--- src/rtl/sram_seg_flag_ctrl.sv ---
// sram_seg_flag_ctrl
// Writes the incoming stream into NUM_SEG equal SRAM segments that are used as a ring.
// One flag bit is raised per filled segment and held until the HPS acknowledges it.
// A stream arriving while the next segment is still unacknowledged is dropped and counted.
module sram_seg_flag_ctrl #(
    parameter int DATA_W    = 32,
    parameter int NUM_SEG   = 6,
    parameter int SEG_IDX_W = 3,
    parameter int SEG_AW    = 10
) (
    input  logic                        clk,
    input  logic                        reset,
    input  logic                        enable,
    input  logic                        in_valid,
    input  logic [DATA_W-1:0]           in_data,
    input  logic [NUM_SEG-1:0]          flag_clr,
    output logic                        sram_we,
    output logic [SEG_IDX_W+SEG_AW-1:0] sram_addr,
    output logic [DATA_W-1:0]           sram_wdata,
    output logic [NUM_SEG-1:0]          flag_out,
    output logic [SEG_IDX_W-1:0]        cur_seg,
    output logic                        dropping,
    output logic [15:0]                 overflow_cnt
);

    typedef enum logic [1:0] {
        ST_IDLE = 2'd0,
        ST_FILL = 2'd1,
        ST_DROP = 2'd2
    } state_t;

    state_t                        state_r;
    logic [SEG_AW-1:0]             word_idx_r;
    // Set when the last word of the segment has just been handed to the SRAM;
    // the flag and segment advance happen one edge later, after the write lands.
    logic                          last_pend_r;
    logic                          sram_we_r;
    logic [SEG_IDX_W+SEG_AW-1:0]   sram_addr_r;
    logic [DATA_W-1:0]             sram_wdata_r;
    logic [NUM_SEG-1:0]            flag_r;
    logic [SEG_IDX_W-1:0]          cur_seg_r;
    logic                          dropping_r;
    logic [15:0]                   overflow_cnt_r;

    logic [SEG_IDX_W-1:0]          nxt_seg_s;
    logic [SEG_IDX_W-1:0]          seg_eff_s;
    logic                          next_busy_s;
    logic                          seg_last_s;
    logic [NUM_SEG-1:0]            flag_set_s;
    logic [15:0]                   cnt_inc_s;

    // Segment advance, next-segment occupancy, flag set request and saturating count.
    always_comb begin
        nxt_seg_s   = {SEG_IDX_W{1'b0}};
        flag_set_s  = {NUM_SEG{1'b0}};
        if (cur_seg_r == SEG_IDX_W'(NUM_SEG - 1)) begin
            nxt_seg_s = {SEG_IDX_W{1'b0}};
        end else begin
            nxt_seg_s = cur_seg_r + SEG_IDX_W'(1);
        end
        // An acknowledge arriving in the advance cycle frees the segment in time.
        next_busy_s = flag_r[nxt_seg_s] & ~flag_clr[nxt_seg_s];
        // Words accepted in the advance cycle already belong to the next segment.
        if (last_pend_r) begin
            seg_eff_s = nxt_seg_s;
        end else begin
            seg_eff_s = cur_seg_r;
        end
        seg_last_s = (word_idx_r == {SEG_AW{1'b1}});
        if ((state_r == ST_FILL) && enable && last_pend_r) begin
            flag_set_s[cur_seg_r] = 1'b1;
        end else begin
            flag_set_s = {NUM_SEG{1'b0}};
        end
        if (overflow_cnt_r == 16'hFFFF) begin
            cnt_inc_s = overflow_cnt_r;
        end else begin
            cnt_inc_s = overflow_cnt_r + 16'd1;
        end
    end

    // Capture FSM with registered SRAM port, flags and drop counter.
    always_ff @(posedge clk) begin
        if (reset) begin
            state_r        <= ST_IDLE;
            word_idx_r     <= {SEG_AW{1'b0}};
            last_pend_r    <= 1'b0;
            sram_we_r      <= 1'b0;
            sram_addr_r    <= {(SEG_IDX_W + SEG_AW){1'b0}};
            sram_wdata_r   <= {DATA_W{1'b0}};
            flag_r         <= {NUM_SEG{1'b0}};
            cur_seg_r      <= {SEG_IDX_W{1'b0}};
            dropping_r     <= 1'b0;
            overflow_cnt_r <= 16'd0;
        end else begin
            sram_we_r <= 1'b0;
            // Set wins over a same-cycle clear of the same bit.
            flag_r    <= (flag_r & ~flag_clr) | flag_set_s;
            case (state_r)
                ST_IDLE: begin
                    word_idx_r  <= {SEG_AW{1'b0}};
                    last_pend_r <= 1'b0;
                    dropping_r  <= 1'b0;
                    if (enable) begin
                        state_r <= ST_FILL;
                    end else begin
                        state_r <= ST_IDLE;
                    end
                end
                ST_FILL: begin
                    if (!enable) begin
                        // Partial segment abandoned; a pending last write still lands.
                        state_r     <= ST_IDLE;
                        word_idx_r  <= {SEG_AW{1'b0}};
                        last_pend_r <= 1'b0;
                        dropping_r  <= 1'b0;
                    end else if (last_pend_r && next_busy_s) begin
                        cur_seg_r   <= nxt_seg_s;
                        word_idx_r  <= {SEG_AW{1'b0}};
                        last_pend_r <= 1'b0;
                        state_r     <= ST_DROP;
                        dropping_r  <= 1'b1;
                        if (in_valid) begin
                            overflow_cnt_r <= cnt_inc_s;
                        end else begin
                            overflow_cnt_r <= overflow_cnt_r;
                        end
                    end else begin
                        cur_seg_r <= seg_eff_s;
                        if (in_valid) begin
                            sram_we_r    <= 1'b1;
                            sram_addr_r  <= {seg_eff_s, word_idx_r};
                            sram_wdata_r <= in_data;
                            word_idx_r   <= word_idx_r + SEG_AW'(1);
                            last_pend_r  <= seg_last_s;
                        end else begin
                            last_pend_r  <= 1'b0;
                        end
                    end
                end
                ST_DROP: begin
                    if (in_valid) begin
                        overflow_cnt_r <= cnt_inc_s;
                    end else begin
                        overflow_cnt_r <= overflow_cnt_r;
                    end
                    word_idx_r  <= {SEG_AW{1'b0}};
                    last_pend_r <= 1'b0;
                    if (!enable) begin
                        state_r    <= ST_IDLE;
                        dropping_r <= 1'b0;
                    end else if (flag_clr[cur_seg_r] || !flag_r[cur_seg_r]) begin
                        state_r    <= ST_FILL;
                        dropping_r <= 1'b0;
                    end else begin
                        state_r    <= ST_DROP;
                        dropping_r <= 1'b1;
                    end
                end
                default: begin
                    state_r     <= ST_IDLE;
                    word_idx_r  <= {SEG_AW{1'b0}};
                    last_pend_r <= 1'b0;
                    dropping_r  <= 1'b0;
                end
            endcase
        end
    end

    assign sram_we      = sram_we_r;
    assign sram_addr    = sram_addr_r;
    assign sram_wdata   = sram_wdata_r;
    assign flag_out     = flag_r;
    assign cur_seg      = cur_seg_r;
    assign dropping     = dropping_r;
    assign overflow_cnt = overflow_cnt_r;

endmodule

--- config.mk ---
export PLATFORM = sky130hd
export DESIGN_NAME = sram_seg_flag_ctrl
export DESIGN_NICKNAME = d
export VERILOG_FILES = /design/src/rtl/sram_seg_flag_ctrl.sv
export SDC_FILE = /design/constraint.sdc
export NUM_CORES = 1
export LEC_CHECK = 0
export CAP_MARGIN = 20
export CORE_UTILIZATION = 45
export CTS_CLUSTER_DIAMETER = 40
export DETAILED_ROUTE_END_ITERATION = 8
export DONT_BUFFER_PORTS = 1
export PLACE_DENSITY = 0.71
export SYNTH_ARGS = -nofsm -noshare
export SYNTH_HDL_FRONTEND = slang
export SYNTH_SLANG_ARGS = --single-unit
--- constraint.sdc ---
create_clock -name clk -period 5.3 [get_ports clk]
set_input_delay 1.06 -clock clk [delete_from_list [all_inputs] [get_ports clk]]
set_output_delay 1.06 -clock clk [all_outputs]
set_load 0.03 [all_outputs]
# == Yosys cells after proc, flatten, opt, wreduce, memory -nomap -nowiden ==
# Cells that the tools add are included.
# totals
mem_bits_rw,0
register_bits,85
latchBits,0
memories,0
in_bits,42
out_inout_bits,72
mem_bits_ro,0
elab_cells,77
# op_classes
shifts,0
multipliers,0
addsub,3
n_lt_le_gt_ge,3
n_mux,31
eq_ne,8
div_mod_pow,0
bitwise_logic,9
n_reduce_logical,13
# ops
operator,n
2-to-1 mux 16 bit,4
one-hot mux 16 bit (2 select lines),1
adder 16 x 1 -> 16 bit (second input constant),1
equality test 16 bit (second input constant),1
binary-select mux 1 bit (select 3 bit),4
2-to-1 mux 1 bit,11
adder 10 x 1 -> 10 bit (second input constant),1
equality test 10 bit (second input constant),1
2-to-1 mux 3 bit,3
less-than comparator 3 x 4 -> 1 bit (second input constant),2
2-to-1 mux 2 bit,4
bitwise AND 6 bit,1
2-to-1 mux 6 bit,1
NOT 6 bit,1
bitwise OR 6 bit,1
one-hot mux 2 bit (3 select lines),1
NOT 1 bit,5
OR reduction 5 bit,1
logical AND 1 bit,4
AND reduction 4 bit,1
OR reduction 4 bit,1
adder 3 x 1 -> 3 bit (second input constant),1
demux 1 bit (select 3 bit),1
equality test 3 bit (second input constant),1
other kinds (14),14

# == Longest topological paths before layout ==
# Gate-level depths: netlist of the first run.
# depth
word_depth,10
ltp_mapped,9
mapped_depth_nobuf,8

# == Worst setup path before layout of the first run ==
# Ideal clock, no wire load.
# synth_timing
path_kind,input to register
from,in flag_clr[5]
to,"reg sram_wdata_r[23], in the netlist sram_wdata[23]"
setup_time_ps,128
arrival_time_ps,2360
path_buffers,2
required_time_ps,5172
cell_stages,8
path_slack_ps,2813
cell_sequence,mux2i_1 > o311ai_1 > a31oi_2 > a311oi_2 > buf_6 > buf_6 > mux2i_1 > nor2_1
# synth_via
elab_chain_len,7
# synth_rtl
item,line_no,text
"start, declared",16,"input logic [NUM_SEG-1:0] flag_clr,"
binary-select mux 1 bit (select 3 bit),62,next_busy_s = flag_r[nxt_seg_s] & ~flag_clr[nxt_seg_s];
2-to-1 mux 1 bit (not written as such),62,
NOT 1 bit,62,
bitwise AND 1 bit,62,
logical AND 1 bit,117,end else if (last_pend_r && next_busy_s) begin
NOT 1 bit (no source line),n/a,
AND reduction 4 bit (no source line),n/a,
"end signal, assigned",90,sram_wdata_r <= {DATA_W{1'b0}};
"end signal, assigned",133,sram_wdata_r <= in_data;
"end, declared",39,logic [DATA_W-1:0] sram_wdata_r;
# Every way passes these cells. The select of a mux whose other input is x is not followed.
# A chain may end at the register's enable or synchronous reset.

# == Worst setup path after layout of the first run ==
# layout_timing
from,"reg cur_seg_r[1], in the netlist cur_seg[1]"
to,"reg sram_wdata_r[1], in the netlist sram_wdata[1]"
# layout_via
elab_chain_len,9
word_cells_on_any_way,12
cone_classes,1 x add/sub; 1 x eq/ne; 5 x mux; 3 x bitwise; 2 x reduce/logical
# layout_rtl
item,line_no,text
"start, declared",41,logic [SEG_IDX_W-1:0] cur_seg_r;
"start signal, assigned",92,cur_seg_r <= {SEG_IDX_W{1'b0}};
"start signal, assigned",118,cur_seg_r <= nxt_seg_s;
"start signal, assigned",129,cur_seg_r <= seg_eff_s;
adder 3 x 1 -> 3 bit / equality test 3 bit (equally long branches),"59, 56",
2-to-1 mux 3 bit *,56,if (cur_seg_r == SEG_IDX_W'(NUM_SEG - 1)) begin
binary-select mux 1 bit (select 3 bit),62,
2-to-1 mux 1 bit (not written as such),62,
NOT 1 bit,62,
bitwise AND 1 bit *,62,
logical AND 1 bit *,117,
NOT 1 bit (no source line) *,n/a,
AND reduction 4 bit (no source line) *,n/a,
# Every way passes the cells marked *; elsewhere a longest branch is shown, timed or not. The select of a mux whose other input is x is not followed.

==> flow_summary.ini, run 1 <==
[detailed_routing]
drt_first_pass_iters = 4
drtAntennaViolNets = 0
via_count = 2823
routed_wl_um = 7770
drt_iter0_drc = 49
drc = 0
top_layer = met4
wl_met1_um = 3340
met2_wirelength_um = 3840
via_per_inst = 5.70
wl_met3_um = 458
routedWlPerCell_um = 15.7

[synth]
synth_edf_count = 0
syn-cell-area_um2 = 3700
yosysWarnings = 0
async_reset_ff_share_pct = 0
yosysSeqAreaShare_pct = 45.9
ys_top_cells_by_area = dfxtp_1 (46%), mux2i_1 (13%), nor2_1 (7.2%)
synthTopCellsByCount = dfxtp_1 (85), nor2_1 (71), mux2i_1 (49)
synth.most_common_cell = dfxtp_1
yosys_most_used_dff = dfxtp_1
yosysUniqueCellTypes = 50
yosys.area.top_type_share_pct = 45.9
syn_inst = 401
synth_nets = 449
synth_top_area_cell = dfxtp_1
synth_seq_cells = 85
syn-mean-instance-area_um2 = 9.24

[placement]
portBuffers = 0
placed_area_um2 = 3730
dp_hpwl_um = 5270
globalplace.congestion = 0.809

[final_layout]
insertedDiodeCount = 0
fin_area_um2 = 3970
layout-drive-gt1-share_pct = 7.38
finalNetCount = 436
fin_util_pct = 50.6
area_growth_pct = 7.26

[clocking]
clock_sinks = 85
post_cts_resized = 0
post-cts-setup-buffers = 0
cts.clk_slew.worst_paths_ns = 0.10
cts_root_buf = clkbuf_8
holdBufCountCts = 0
cts_buffers = 9
cts_tree = yes
clock_path_buffers = 2
h-tree-depth = 3
clk_latency_ns = 0.35

[floorplanning]
die_y_um = 92.7
ioPinCount = 114
die_width_um = 92.7
core_area_um2 = 7850
rows = 32
dieArea_um2 = 8600
initial_core_util_pct = 47.2

[power]
power_density_nw_per_um2 = 305
power_uw = 1210
ir_drop_mv = 0.131
p_leak_uw = 0.00130

[timing]
fin_crit_ns = 3.12
setup-tns-final_ns = 0
finalCritPeriodShare_pct = 58.9
tightest_slew_ns = 0.912
fmax_ghz = 0.320
rsz0062_at_grt = false
slew_headroom_pct = 39.1
slew_viol_final = 0
fin_skew_ns = 0.0115
finalHoldViolCount = 0
finalSetupViolations = 0

[hold_path]
min_path_type = flip-flop to flip-flop
worstHoldStart = word_idx_r[9]$_SDFFE_PP0P_

[setup_path]
worstPathArrival_ns = 3.36
end_kind = flip-flop
cp-start-kind = flip-flop
worst_path_largest_cell_delay_ns = 0.81
critPathLaunch = cur_seg[1]$_SDFFE_PP0P_
path_class = flip-flop to flip-flop
crit_fanout = 49
crit_slowest_cell = dfxtp_1
required_ns = 5.54
timing.rr.start = cur_seg[1]$_SDFFE_PP0P_
cp_cell_sequence = nor2b_1, nand2_1, o22a_1, a311oi_4, buf_4, mux2i_1, nor2_1

[grt]
grt_antenna_before_repair = 0
overflow = 0
grt_pass1_wl_um = 12400
grt_pass1_vias = 2743
gr-usage-all-layers_pct = 18.1
grt_max_degree = 79

[status]
status = complete, no violations

[job]
cap_violations = 0
[final timing paths]
| path | end | slack (ns) | cells after the start |
|---|---|---|---|
| hold reg to reg | last_pend_r$_SDFF_PP0_ | 0.47 | 2 |
| hold / removal | last_pend_r$_SDFF_PP0_ | 0.47 | 2 |
| setup reg to reg | sram_wdata[1]$_SDFFE_PP0P_ | 2.18 | 7 |
| setup / recovery | sram_wdata[1]$_SDFFE_PP0P_ | 2.18 | 7 |
[layout make-up]
cell class                      instances  area [um^2]
Timing Repair Buffer                    3         26.3
Tap cell                              102          128
Clock buffer                            9          124
Sequential cell                        85         1700
Fill cell                             758         3870
Clock inverter                          7          104
Multi-Input combinational cell        281         1860
Inverter                                8         30.0
[worst max-delay path: cells and delay by family, from the launching register on]
family / cells / cell delay [ns]
DFF: 1 / 0.81
and+or+nand+nor: 3 / 0.65
buffers and inverters: 1 / 0.64
AOI/OAI and AO/OA: 2 / 0.57
muxes: 1 / 0.29
[cells by family after synthesis]
group	Yosys count	synth area share, %
simple gates	153	20.1
mux	52	14.2
xor+xnor	11	2.60
flops	85	45.9
buf+inv	35	4.49
fa+ha+maj	6	2.03
compound gates	59	10.6
[layer usage]
| layer | GRT usage, % | vias to the layer above |
|---|---|---|
| met4 | 8.46 | 0 |
| met3 | 5.25 | 13 |
| met5 | 0 | - |
| met2 | 31.5 | 85 |
| li1 | - | 1383 |
| met1 | 20.2 | 1342 |
[where the power goes]
group	switching, uW	internal, uW
Combinational	15.7	14.0
Sequential	15.4	644
Clock	247	274
Total	278	932
[flip-flops by register name, summed over array words and instances, names as in the netlist]
register      flops
word_idx_r       10
dropping          1
overflow_cnt     16
flag_out          6
sram_we           1
last_pend_r       1
sram_addr        13
cur_seg           3
state_r           2
sram_wdata       32
[placed cells by master, fill, tap and decap left out, types with 2 or more instances in the layout]
cell type | Yosys | final
nand4_1 | 11 | 11
or3_1 | 7 | 7
a211o_1 | 2 | 2
mux2_1 | 3 | 3
xnor2_1 | 2 | 2
xor2_1 | 9 | 9
nand2_1 | 18 | 18
mux2i_1 | 49 | 49
a211oi_1 | 2 | 2
nand3_1 | 8 | 8
o21ai_0 | 3 | 3
or4_1 | 8 | 8
and4_1 | 3 | 3
o31ai_1 | 9 | 8
ha_1 | 6 | 6
nor3_1 | 3 | 3
inv_1 | 7 | 7
nor2_1 | 71 | 71
clkbuf_8 | 0 | 9
a21oi_1 | 24 | 24
o21ai_1 | 5 | 5
a211oi_2 | 2 | 2
o22ai_1 | 2 | 2
buf_4 | 3 | 2
and3_1 | 5 | 5
dfxtp_1 | 85 | 85
nor2b_1 | 9 | 9
inv_6 | 0 | 5
nand2b_1 | 2 | 2
bufinv_16 | 0 | 2
[metrics by stage]
step	instances	setup WS [ns]	hold WS (ns)
after floorplan	401	2.81	0.440
after global placement	478	2.19	0.460
after detailed placement	478	2.10	0.464
after CTS	494	2.15	0.476
after global routing	495	2.00	0.528
final	495	2.18	0.471
(Power assumes the default switching activity.)
==> inputs of run 2 (changes only) <==
--- a/config.mk
+++ b/config.mk
@@ -10,7 +10,7 @@
 export CTS_CLUSTER_DIAMETER = 40
 export DETAILED_ROUTE_END_ITERATION = 8
 export DONT_BUFFER_PORTS = 1
-export PLACE_DENSITY = 0.71
+export PLACE_DENSITY = 0.73
 export SYNTH_ARGS = -nofsm -noshare
 export SYNTH_HDL_FRONTEND = slang
 export SYNTH_SLANG_ARGS = --single-unit
==> constraint.sdc (replaced) <==
create_clock -name clk -period 2.7 [get_ports clk]
set_input_delay 0.54 -clock clk [delete_from_list [all_inputs] [get_ports clk]]
set_output_delay 0.54 -clock clk [all_outputs]
set_load 0.03 [all_outputs]
==> run 2 against run 1 <==
  * Sequential cell count stayed put
  * Fmax is 26% higher
  * Via count up 2.6%
  * Setup slack got worse by 2.0 ns
  * Clock power rose by 71%
  * Register-to-register slack got worse by 2.0 ns
  * Final cell count grew 3.0%
  * Routed wire length rose by 4.2%
  * Worst hold slack lost 0.23 ns
  * Clock skew is essentially flat
  * Critical path depth unchanged
  * Critical path type unchanged
==> flow_summary.ini, run 2 (synthesis gave the netlist of run 1 again) <==
[power]
ir_drop_mv = 0.309
p_leak_uw = 0.00137
power_density_nw_per_um2 = 552

[clocking]
holdBufCountCts = 0
cts.clk_slew.worst_paths_ns = 0.10
clock_sinks = 85
post-cts-setup-buffers = 0
h-tree-depth = 3
clk_latency_ns = 0.36
cts_buffers = 9
cts_tree = yes
cts_root_buf = clkbuf_8
clock_path_buffers = 2
post_cts_resized = 0

[final_layout]
finalNetCount = 451
fin_area_um2 = 4070
insertedDiodeCount = 0
area_growth_pct = 9.93
largest_register_ffs = 32
mostFrequentLayoutCell = dfxtp_1
fin_cells = 510
mostFrequentLayoutCells = dfxtp_1 (85), nor2_1 (71), mux2i_1 (49)
layout-drive-gt1-share_pct = 10.8

[timing]
finalHoldViolCount = 0
fmax_ghz = 0.404
finalCritPeriodShare_pct = 91.7
setup-tns-final_ns = 0
setup_ws_ns = 0.224
rsz0062_at_grt = false
tightest_slew_ns = 0.611
finalSetupViolations = 0
slew_headroom_pct = 59.0
fin_skew_ns = 0.0115
fin_crit_ns = 2.48
slew_viol_final = 0

[placement]
portBuffers = 0
dp_slack_ns = 0.251
dp_hpwl_um = 5640
placed_area_um2 = 3880
globalplace.congestion = 0.863
dp_cells = 494

[setup_path]
required_ns = 2.99
cp_cell_sequence = mux2i_1, o311ai_1, a31oi_2, a41oi_2, buf_4, or4_1, a21oi_1
crit_fanout = 29
path_class = flip-flop to flip-flop
cp-start-kind = flip-flop
worst_path_largest_cell_delay_ns = 0.66
worstPathArrival_ns = 2.77
cp_num_buf_inv = 1
cp_top_family = compound AO/OA/AOI/OAI gates
end_kind = flip-flop
crit_slowest_cell = dfxtp_1

[detailed_routing]
drt_first_pass_iters = 4
via_count = 2896
drt_iter0_drc = 111
routedWlPerCell_um = 15.9
routed_wl_um = 8090
drc = 0
drtAntennaViolNets = 0
via_per_inst = 5.68

[floorplanning]
core_area_um2 = 7850
dieArea_um2 = 8600
die_width_um = 92.7
ioPinCount = 114
die_y_um = 92.7
rows = 32
initial_core_util_pct = 47.2

[grt]
grt_max_degree = 79
grt_pass1_vias = 2776
gr-usage-all-layers_pct = 19.6
gr-usage-met1_pct = 24.2
grt_antenna_before_repair = 0
grtUsageMet2_pct = 32.4
overflow = 0
met3_usage_pct = 6.32
grt.busiest_layer = met2
grt_pass1_wl_um = 13500

[hold_path]
min_path_type = input pin to flip-flop

[status]
status = complete, no violations

[job]
cap_violations = 0
## run 2: changes by cell type in the layout (fill, tap and decap cells not counted)
cell / before / now
inv_8: 0 / 3
buf_4: 2 / 16
buf_6: 1 / 0
bufinv_16: 2 / 0
buf_12: 0 / 2
inv_6: 5 / 4
## run 2: final cells by class
cell class	count	area, um^2
timing repair buffer	18	160
inverter	8	30.0
sequential	85	1700
tap	102	128
clock buffer	9	124
clock inverter	7	68.8
multi-input combinational	281	1860
fill	741	3780
## run 2: worst paths after layout
kind | slack (ns) | start | depth (start not counted) | to
max | 0.22 | cur_seg[2]$_SDFFE_PP0P_ | 7 | overflow_cnt[5]$_SDFFE_PP0P_
min | 0.24 | reset | 1 | overflow_cnt[0]$_SDFFE_PP0P_
max reg2reg | 0.22 | cur_seg[2]$_SDFFE_PP0P_ | 7 | overflow_cnt[5]$_SDFFE_PP0P_
min reg2reg | 0.49 | word_idx_r[9]$_SDFFE_PP0P_ | 2 | last_pend_r$_SDFF_PP0_
## run 2: where the power goes
| part | switching [uW] | total, uW | internal [uW] |
|---|---|---|---|
| combinational | 31.6 | 60.9 | 29.3 |
| clock | 525 | 892 | 367 |
| sequential | 30.3 | 1300 | 1270 |
| total | 587 | 2250 | 1660 |
## run 2: stage by stage
stage          utilization (%)  power (uW)  hold WS (ns)
6_report                  51.9        2250         0.244
5_1_grt                   51.9        2350         0.218
4_1_cts                   51.9        2280         0.229
3_5_place_dp              49.4        1390         0.472
3_3_place_gp              49.4        1380         0.465
2_1_floorplan                -        1390         0.440
## run 2: metal layers
metal,up-vias,share of wire (%)
met5,-,0
met4,0,0.64
met3,4,6.5
met2,97,50
met1,1374,43
li1,1421,-
==> inputs of run 3 (changes only) <==
--- a/config.mk
+++ b/config.mk
@@ -7,6 +7,7 @@
 export LEC_CHECK = 0
 export CAP_MARGIN = 20
 export CORE_UTILIZATION = 45
+export CTS_BUF_LIST = sky130_fd_sc_hd__clkbuf_4 sky130_fd_sc_hd__clkbuf_8 sky130_fd_sc_hd__clkbuf_16
 export CTS_CLUSTER_DIAMETER = 40
 export DETAILED_ROUTE_END_ITERATION = 8
 export DONT_BUFFER_PORTS = 1
==> results of run 3 <==
Final layout, timing and power as in run 2 (identical DEF).
